===== src/rtl/moka_loader_pkg.sv =====
// Shared definitions for the moka program loader: FSM states, frame constants
// and the per-state byte-acceptance rule.
package moka_loader_pkg;

  typedef enum logic [2:0] {
    ST_IDLE   = 3'd0,
    ST_CNT_LO = 3'd1,
    ST_CNT_HI = 3'd2,
    ST_DATA   = 3'd3,
    ST_CKSUM  = 3'd4,
    ST_DONE   = 3'd5,
    ST_ERR    = 3'd6
  } state_e;

  localparam logic [7:0] DEFAULT_MAGIC = 8'hA5;
  localparam int         HDR_LEN       = 3;

  function automatic logic state_accepts(input state_e st);
    logic acc_s;
    case (st)
      ST_IDLE, ST_CNT_LO, ST_CNT_HI, ST_DATA, ST_CKSUM: acc_s = 1'b1;
      default:                                          acc_s = 1'b0;
    endcase
    return acc_s;
  endfunction

endpackage


===== src/rtl/moka_word_assembler.sv =====
// Little-endian 4-byte word assembler: the first byte lands in bits 7:0 and a
// finished word is published with a one-cycle word_valid strobe.
module moka_word_assembler
  import moka_loader_pkg::*;
(
  input  logic        clk,
  input  logic        rst,
  input  logic        clr,
  input  logic        byte_valid,
  input  logic [7:0]  byte_data,
  output logic [1:0]  byte_idx,
  output logic        word_valid,
  output logic [31:0] word
);

  logic [1:0]  byte_idx_r;
  logic [23:0] shift_r;
  logic [31:0] word_r;
  logic        word_valid_r;

  // Shift bytes in and latch the completed word; word_r holds between writes
  always_ff @(posedge clk or posedge rst) begin
    if (rst) begin
      byte_idx_r   <= 2'd0;
      shift_r      <= 24'd0;
      word_r       <= 32'd0;
      word_valid_r <= 1'b0;
    end else begin
      word_valid_r <= 1'b0;
      if (clr) begin
        byte_idx_r <= 2'd0;
      end else if (byte_valid) begin
        byte_idx_r <= byte_idx_r + 2'd1;
        shift_r    <= {byte_data, shift_r[23:8]};
        if (byte_idx_r == 2'd3) begin
          word_r       <= {byte_data, shift_r};
          word_valid_r <= 1'b1;
        end
      end
    end
  end

  assign byte_idx   = byte_idx_r;
  assign word_valid = word_valid_r;
  assign word       = word_r;

endmodule


===== src/rtl/moka_prog_loader.sv =====
// Boot-time program loader: parses MAGIC/count/data frames into instruction
// memory writes and holds the core disabled until done. MOKA_LOADER_CKSUM_EN adds a trailing XOR checksum byte.
module moka_prog_loader
  import moka_loader_pkg::*;
#(
  parameter int         DATA_WIDTH   = 32,
  parameter int         MEM_CAPACITY = 1024,
  parameter logic [7:0] MAGIC        = DEFAULT_MAGIC
) (
  input  logic                  clk,
  input  logic                  rst,
  input  logic                  reload,
  input  logic                  in_valid,
  input  logic [7:0]            in_data,
  output logic                  in_ready,
  output logic [DATA_WIDTH-1:0] instr_mem_address,
  output logic [DATA_WIDTH-1:0] instr_mem_data,
  output logic                  instr_mem_we,
  output logic                  core_en,
  output logic                  busy,
  output logic                  error,
  output logic [15:0]           words_loaded
);

  state_e                state_r;
  logic [7:0]            cnt_lo_r;
  logic [15:0]           count_r;
  logic [15:0]           words_loaded_r;
  logic [DATA_WIDTH-1:0] addr_r;
  logic                  core_en_r;
  logic                  busy_r;
  logic                  error_r;
`ifdef MOKA_LOADER_CKSUM_EN
  logic [7:0]            xor_r;
`endif

  logic        in_ready_s;
  logic        accept_s;
  logic        byte_valid_s;
  logic        asm_clr_s;
  logic        word_done_s;
  logic        last_byte_s;
  logic [1:0]  byte_idx_s;
  logic        word_valid_s;
  logic [31:0] word_s;
  logic [15:0] count_s;

  // Reload blocks acceptance in its own cycle so nothing is consumed then
  assign in_ready_s   = state_accepts(state_r) & ~reload & ~rst;
  assign accept_s     = in_valid & in_ready_s;
  assign byte_valid_s = accept_s & (state_r == ST_DATA);
  assign asm_clr_s    = (state_r != ST_DATA);
  assign word_done_s  = byte_valid_s & (byte_idx_s == 2'd3);
  assign last_byte_s  = word_done_s & (words_loaded_r == (count_r - 16'd1));
  assign count_s      = {in_data, cnt_lo_r};

  moka_word_assembler u_asm (
    .clk        (clk),
    .rst        (rst),
    .clr        (asm_clr_s),
    .byte_valid (byte_valid_s),
    .byte_data  (in_data),
    .byte_idx   (byte_idx_s),
    .word_valid (word_valid_s),
    .word       (word_s)
  );

  // Frame FSM with registered status outputs
  always_ff @(posedge clk or posedge rst) begin
    if (rst) begin
      state_r        <= ST_IDLE;
      cnt_lo_r       <= 8'd0;
      count_r        <= 16'd0;
      words_loaded_r <= 16'd0;
      addr_r         <= '0;
      core_en_r      <= 1'b0;
      busy_r         <= 1'b0;
      error_r        <= 1'b0;
`ifdef MOKA_LOADER_CKSUM_EN
      xor_r          <= 8'd0;
`endif
    end else if (reload) begin
      state_r   <= ST_IDLE;
      core_en_r <= 1'b0;
      busy_r    <= 1'b0;
      error_r   <= 1'b0;
    end else begin
      case (state_r)
        ST_IDLE: begin
          if (accept_s && (in_data == MAGIC)) begin
            state_r        <= ST_CNT_LO;
            words_loaded_r <= 16'd0;
            busy_r         <= 1'b1;
`ifdef MOKA_LOADER_CKSUM_EN
            xor_r          <= 8'd0;
`endif
          end
        end
        ST_CNT_LO: begin
          if (accept_s) begin
            cnt_lo_r <= in_data;
            state_r  <= ST_CNT_HI;
          end
        end
        ST_CNT_HI: begin
          if (accept_s) begin
            count_r <= count_s;
            if (count_s == 16'd0) begin
              state_r <= ST_DONE;
              busy_r  <= 1'b0;
            end else if (32'(count_s) > 32'(MEM_CAPACITY)) begin
              state_r <= ST_ERR;
              busy_r  <= 1'b0;
              error_r <= 1'b1;
            end else begin
              state_r <= ST_DATA;
            end
          end
        end
        ST_DATA: begin
`ifdef MOKA_LOADER_CKSUM_EN
          if (byte_valid_s) begin
            xor_r <= xor_r ^ in_data;
          end
`endif
          // words_loaded doubles as the write address within the frame
          if (word_done_s) begin
            addr_r         <= DATA_WIDTH'(words_loaded_r);
            words_loaded_r <= words_loaded_r + 16'd1;
          end
          if (last_byte_s) begin
`ifdef MOKA_LOADER_CKSUM_EN
            state_r <= ST_CKSUM;
`else
            state_r <= ST_DONE;
`endif
          end
        end
`ifdef MOKA_LOADER_CKSUM_EN
        ST_CKSUM: begin
          if (accept_s) begin
            busy_r <= 1'b0;
            if (in_data == xor_r) begin
              state_r <= ST_DONE;
            end else begin
              state_r <= ST_ERR;
              error_r <= 1'b1;
            end
          end
        end
`endif
        ST_DONE: begin
          core_en_r <= 1'b1;
          busy_r    <= 1'b0;
        end
        ST_ERR: begin
          core_en_r <= 1'b0;
          busy_r    <= 1'b0;
          error_r   <= 1'b1;
        end
        default: begin
          state_r   <= ST_ERR;
          core_en_r <= 1'b0;
          busy_r    <= 1'b0;
          error_r   <= 1'b1;
        end
      endcase
    end
  end

  assign in_ready          = in_ready_s;
  assign instr_mem_address = addr_r;
  assign instr_mem_data    = word_s;
  assign instr_mem_we      = word_valid_s;
  assign core_en           = core_en_r;
  assign busy              = busy_r;
  assign error             = error_r;
  assign words_loaded      = words_loaded_r;

endmodule


===== config.mk =====
export PLATFORM = sky130hd
export DESIGN_NAME = moka_prog_loader
export DESIGN_NICKNAME = d
export VERILOG_FILES = /design/src/rtl/moka_loader_pkg.sv /design/src/rtl/moka_word_assembler.sv /design/src/rtl/moka_prog_loader.sv
export SDC_FILE = /design/constraint.sdc
export NUM_CORES = 1
export LEC_CHECK = 0
export BUFFER_PORTS_ARGS = -buffer_cell sky130_fd_sc_hd__buf_2
export CAP_MARGIN = 10
export CORE_MARGIN = 5
export CORE_UTILIZATION = 55
export CTS_CLUSTER_DIAMETER = 150
export CTS_CLUSTER_SIZE = 40
export DETAILED_ROUTE_END_ITERATION = 8
export PLACE_DENSITY = 0.75
export SLEW_MARGIN = 20
export SYNTH_ARGS = -nofsm -noshare
export SYNTH_HDL_FRONTEND = slang
export SYNTH_SLANG_ARGS = --single-unit

===== constraint.sdc =====
create_clock -name clk -period 4.1 [get_ports clk]
set_input_delay 0.41 -clock clk [delete_from_list [all_inputs] [get_ports clk]]
set_output_delay 0.41 -clock clk [all_outputs]
set_load 0.01 [all_outputs]

==> out/results.ini <==
[clock_tree]
cts_resized = 0
post_cts_buffers = 0
cts_max_level = 4
clock_path_buffers = 2
cts_sinks = 121
cts_tree = built
cts_root_buffer = clkbuf_8
cts_hold_buf = 1
clock_latency_ns = 0.52
cts_buffers = 17
path_clk_slew_ns = 0.06

[final_layout]
fillCellCount = 784
drive_gt1_share_pct = 27.1
area_growth_pct = 18.4
insertedDiodeCount = 0
nets = 655

[synthesis]
ys_async_sr_fraction_pct = 100
synth_area_per_cell_sq_um = 10.0
seq_area_frac_synth_pct = 53.5
synth_edf_count = 0
yosysTopAreaCellShare_pct = 53.5
yosysWarnings = 0
synth.largest_area_cell = dfrtp_1
synth_area_sq_mm = 0.00566
synth.distinct_cells = 56
syn-instance-count = 563
netlist_top_cells_area = dfrtp_1 54%, nand2_1 11%, mux2_2 9.6%, xnor2_1 2.9%, nor2_1 2.2%
synth-seq-cells = 121
synthFlopType = dfrtp_1

[timing]
slew_viol_final = 0
period_needed_ns = 2.67
fin_tns_setup_ns = 0
worst_pin_slew_ns = 0.681
maxSlewHeadroom_pct = 54.6
hold_viol_final = 0
rsz0062_at_grt = no
fmax_ghz = 0.374
finClkSkew_ns = 0.00900
setup_viol = 0
period_share_pct = 65.1
hold_ws_ns = 0.183

[drt]
wl_um = 12900
avgRoutedWirePerCell_um = 16.3
drtAntennaViolNets = 0
via_per_inst = 5.47
dr.pass1.iters = 4
dr.first_iter.drc_count = 292
drc = 0
via_count = 4314

[grt]
overflow = 0
grt_pass1_vias = 4409
antenna_found_initial = 0
grt_pass1_wl_um = 22300
grt_max_degree = 44
grtUsageTotal_pct = 22.2

[power_and_ir_drop]
irDropWorstVdd_mv = 0.371
power.leakage_uw = 0.00354
power_per_cell_area_mw_per_mm2 = 558

[critical_path]
cpMaxStageDelayCell = dlygate4sd3_1
critPathKind = in2reg
setup.worst_path.start_class = input port
path_cells = dlygate4sd3_1, buf_2, nor3b_2, nand3_2, buf_4, nor2_1, o2111a_1, or4b_1, o21a_1, o311ai_2
cp.required_ns = 4.52
max_stage_delay_ns = 0.53
crit_path_end_kind = register
arrival_ns = 3.09
path_delay_family = simple AND/OR/NAND/NOR gates
cp_max_fo = 25
crit_buf_inv = 3

[floorplan]
io_pins = 97
rows = 37
dieArea_sq_mm = 0.0124
core_sq_mm = 0.0102
fp.dieH_um = 111
chipWidth_um = 111
start_util_pct = 55.5

[placed_design]
port_buffers = 80
hpwl_um = 8920
routabilityCongestion = 0.924

[outcome]
status = completed

[job]
max_cap_violations = 0

[worst_hold_path]
hp-class = in2reg

-- per-layer routing --
layer  wire (um)  global-route usage, %  part of all wire, %  vias to the layer above
met1        5610                   30.3                   44                     2134
met2        6210                   35.8                   48                      140
met5           0                      0                    0                        -
li1            -                      -                    -                     2019
met3         799                   4.57                  6.2                       21
met4         234                   7.38                  1.8                        0
-- cells by family (layout without fill, tap and decap cells) --
| group | after synthesis | in the layout | synth area share, % |
|---|---|---|---|
| other | 1 | 16 | 0.0663 |
| XOR/XNOR | 32 | 32 | 4.95 |
| adder cells (fa/ha/maj) | 3 | 3 | 0.664 |
| multiplexers | 49 | 49 | 9.73 |
| buffers and inverters | 52 | 127 | 4.60 |
| AND/OR/NAND/NOR | 265 | 265 | 21.4 |
| flip-flops | 121 | 121 | 53.5 |
| AO/OA/AOI/OAI | 40 | 40 | 5.09 |
-- registers in the layout, summed over array words and instances, names as in the netlist --
register	count
core_en	1
error	1
u_asm.word	32
u_asm.byte_idx	2
instr_mem_address	16
u_asm.shift_r	24
u_asm.word_valid	1
busy	1
state_r	3
cnt_lo_r	8
words_loaded	16
count_r	16
-- layout make-up --
| class | count | area (sq um) | area share (%) |
|---|---|---|---|
| well taps | 136 | 170 | 2.54 |
| multi-input cells | 405 | 2430 | 36.3 |
| clock inverters | 15 | 165 | 2.47 |
| inverters | 8 | 32.5 | 0.486 |
| clock buffers | 17 | 414 | 6.18 |
| flip-flops and latches | 121 | 3030 | 45.2 |
| repair buffers | 87 | 455 | 6.80 |
-- metrics by stage --
| stage | area, sq um | utilization, % | std cells | total power (uW) | worst slack [ns] |
|---|---|---|---|---|---|
| 4_1_cts | 6700 | 65.8 | 789 | 3760 | 1.40 |
| 3_3_place_gp | 6110 | 60.0 | 756 | 2270 | 1.46 |
| 6_report | 6700 | 65.8 | 789 | 3740 | 1.43 |
| 2_1_floorplan | 5710 | - | 578 | 2120 | 0.476 |
| 5_1_grt | 6700 | 65.8 | 789 | 3940 | 1.12 |
| 3_5_place_dp | 6110 | 60.0 | 756 | 2290 | 1.33 |
-- layout by cell type (no fill, tap or decap), types with 7 or more instances in the layout --
master,count
clkbuf_16,16
nand2_1,166
conb_1,16
xor2_1,13
dfrtp_1,121
nand4_1,7
buf_2,80
nor2_1,32
nor3_1,11
mux2_2,48
nand3_1,7
xnor2_1,19
-- power breakdown --
part	total [uW]	switching, uW	leakage (uW)	internal, uW
clock network	1450	572	0.000278	876
logic	702	342	0.00161	360
registers	1590	224	0.00165	1360
total	3740	1140	0.00354	2600
-- Yosys cell counts, types with 4 or more instances --
cell / number
nand4_1: 7
and3_1: 5
nor4_1: 5
nand2_1: 166
nor2_1: 33
xor2_1: 13
inv_1: 7
buf_1: 5
dfrtp_1: 121
clkbuf_1: 19
a21oi_1: 6
xnor2_1: 19
nand3_1: 8
buf_4: 16
a31oi_1: 5
o21ai_0: 6
o21a_1: 4
nor3_1: 11
mux2_2: 48
-- worst min-delay path: cells and delay by family --
kind | cells | cell delay (ns)
buf+inv | 1 | 0.13
simple gates | 2 | 0.12
-- path summary, 6_finish.rpt --
| kind | endpoint | slack [ns] | cells after the start | from |
|---|---|---|---|---|
| min reg2reg | u_asm.word[4] | 0.47 | 2 | u_asm.word[4] |
| min in group asynchronous | count_r[1] | 0.50 | 3 | rst |
| max reg2reg | state_r[1] | 1.43 | 8 | count_r[0] |
| max | state_r[1] | 1.43 | 10 | rst |
| min | u_asm.word[28] | 0.18 | 3 | in_data[4] |
| max in group asynchronous | count_r[11] | 2.67 | 4 | rst |
(Power assumes the default switching activity.)
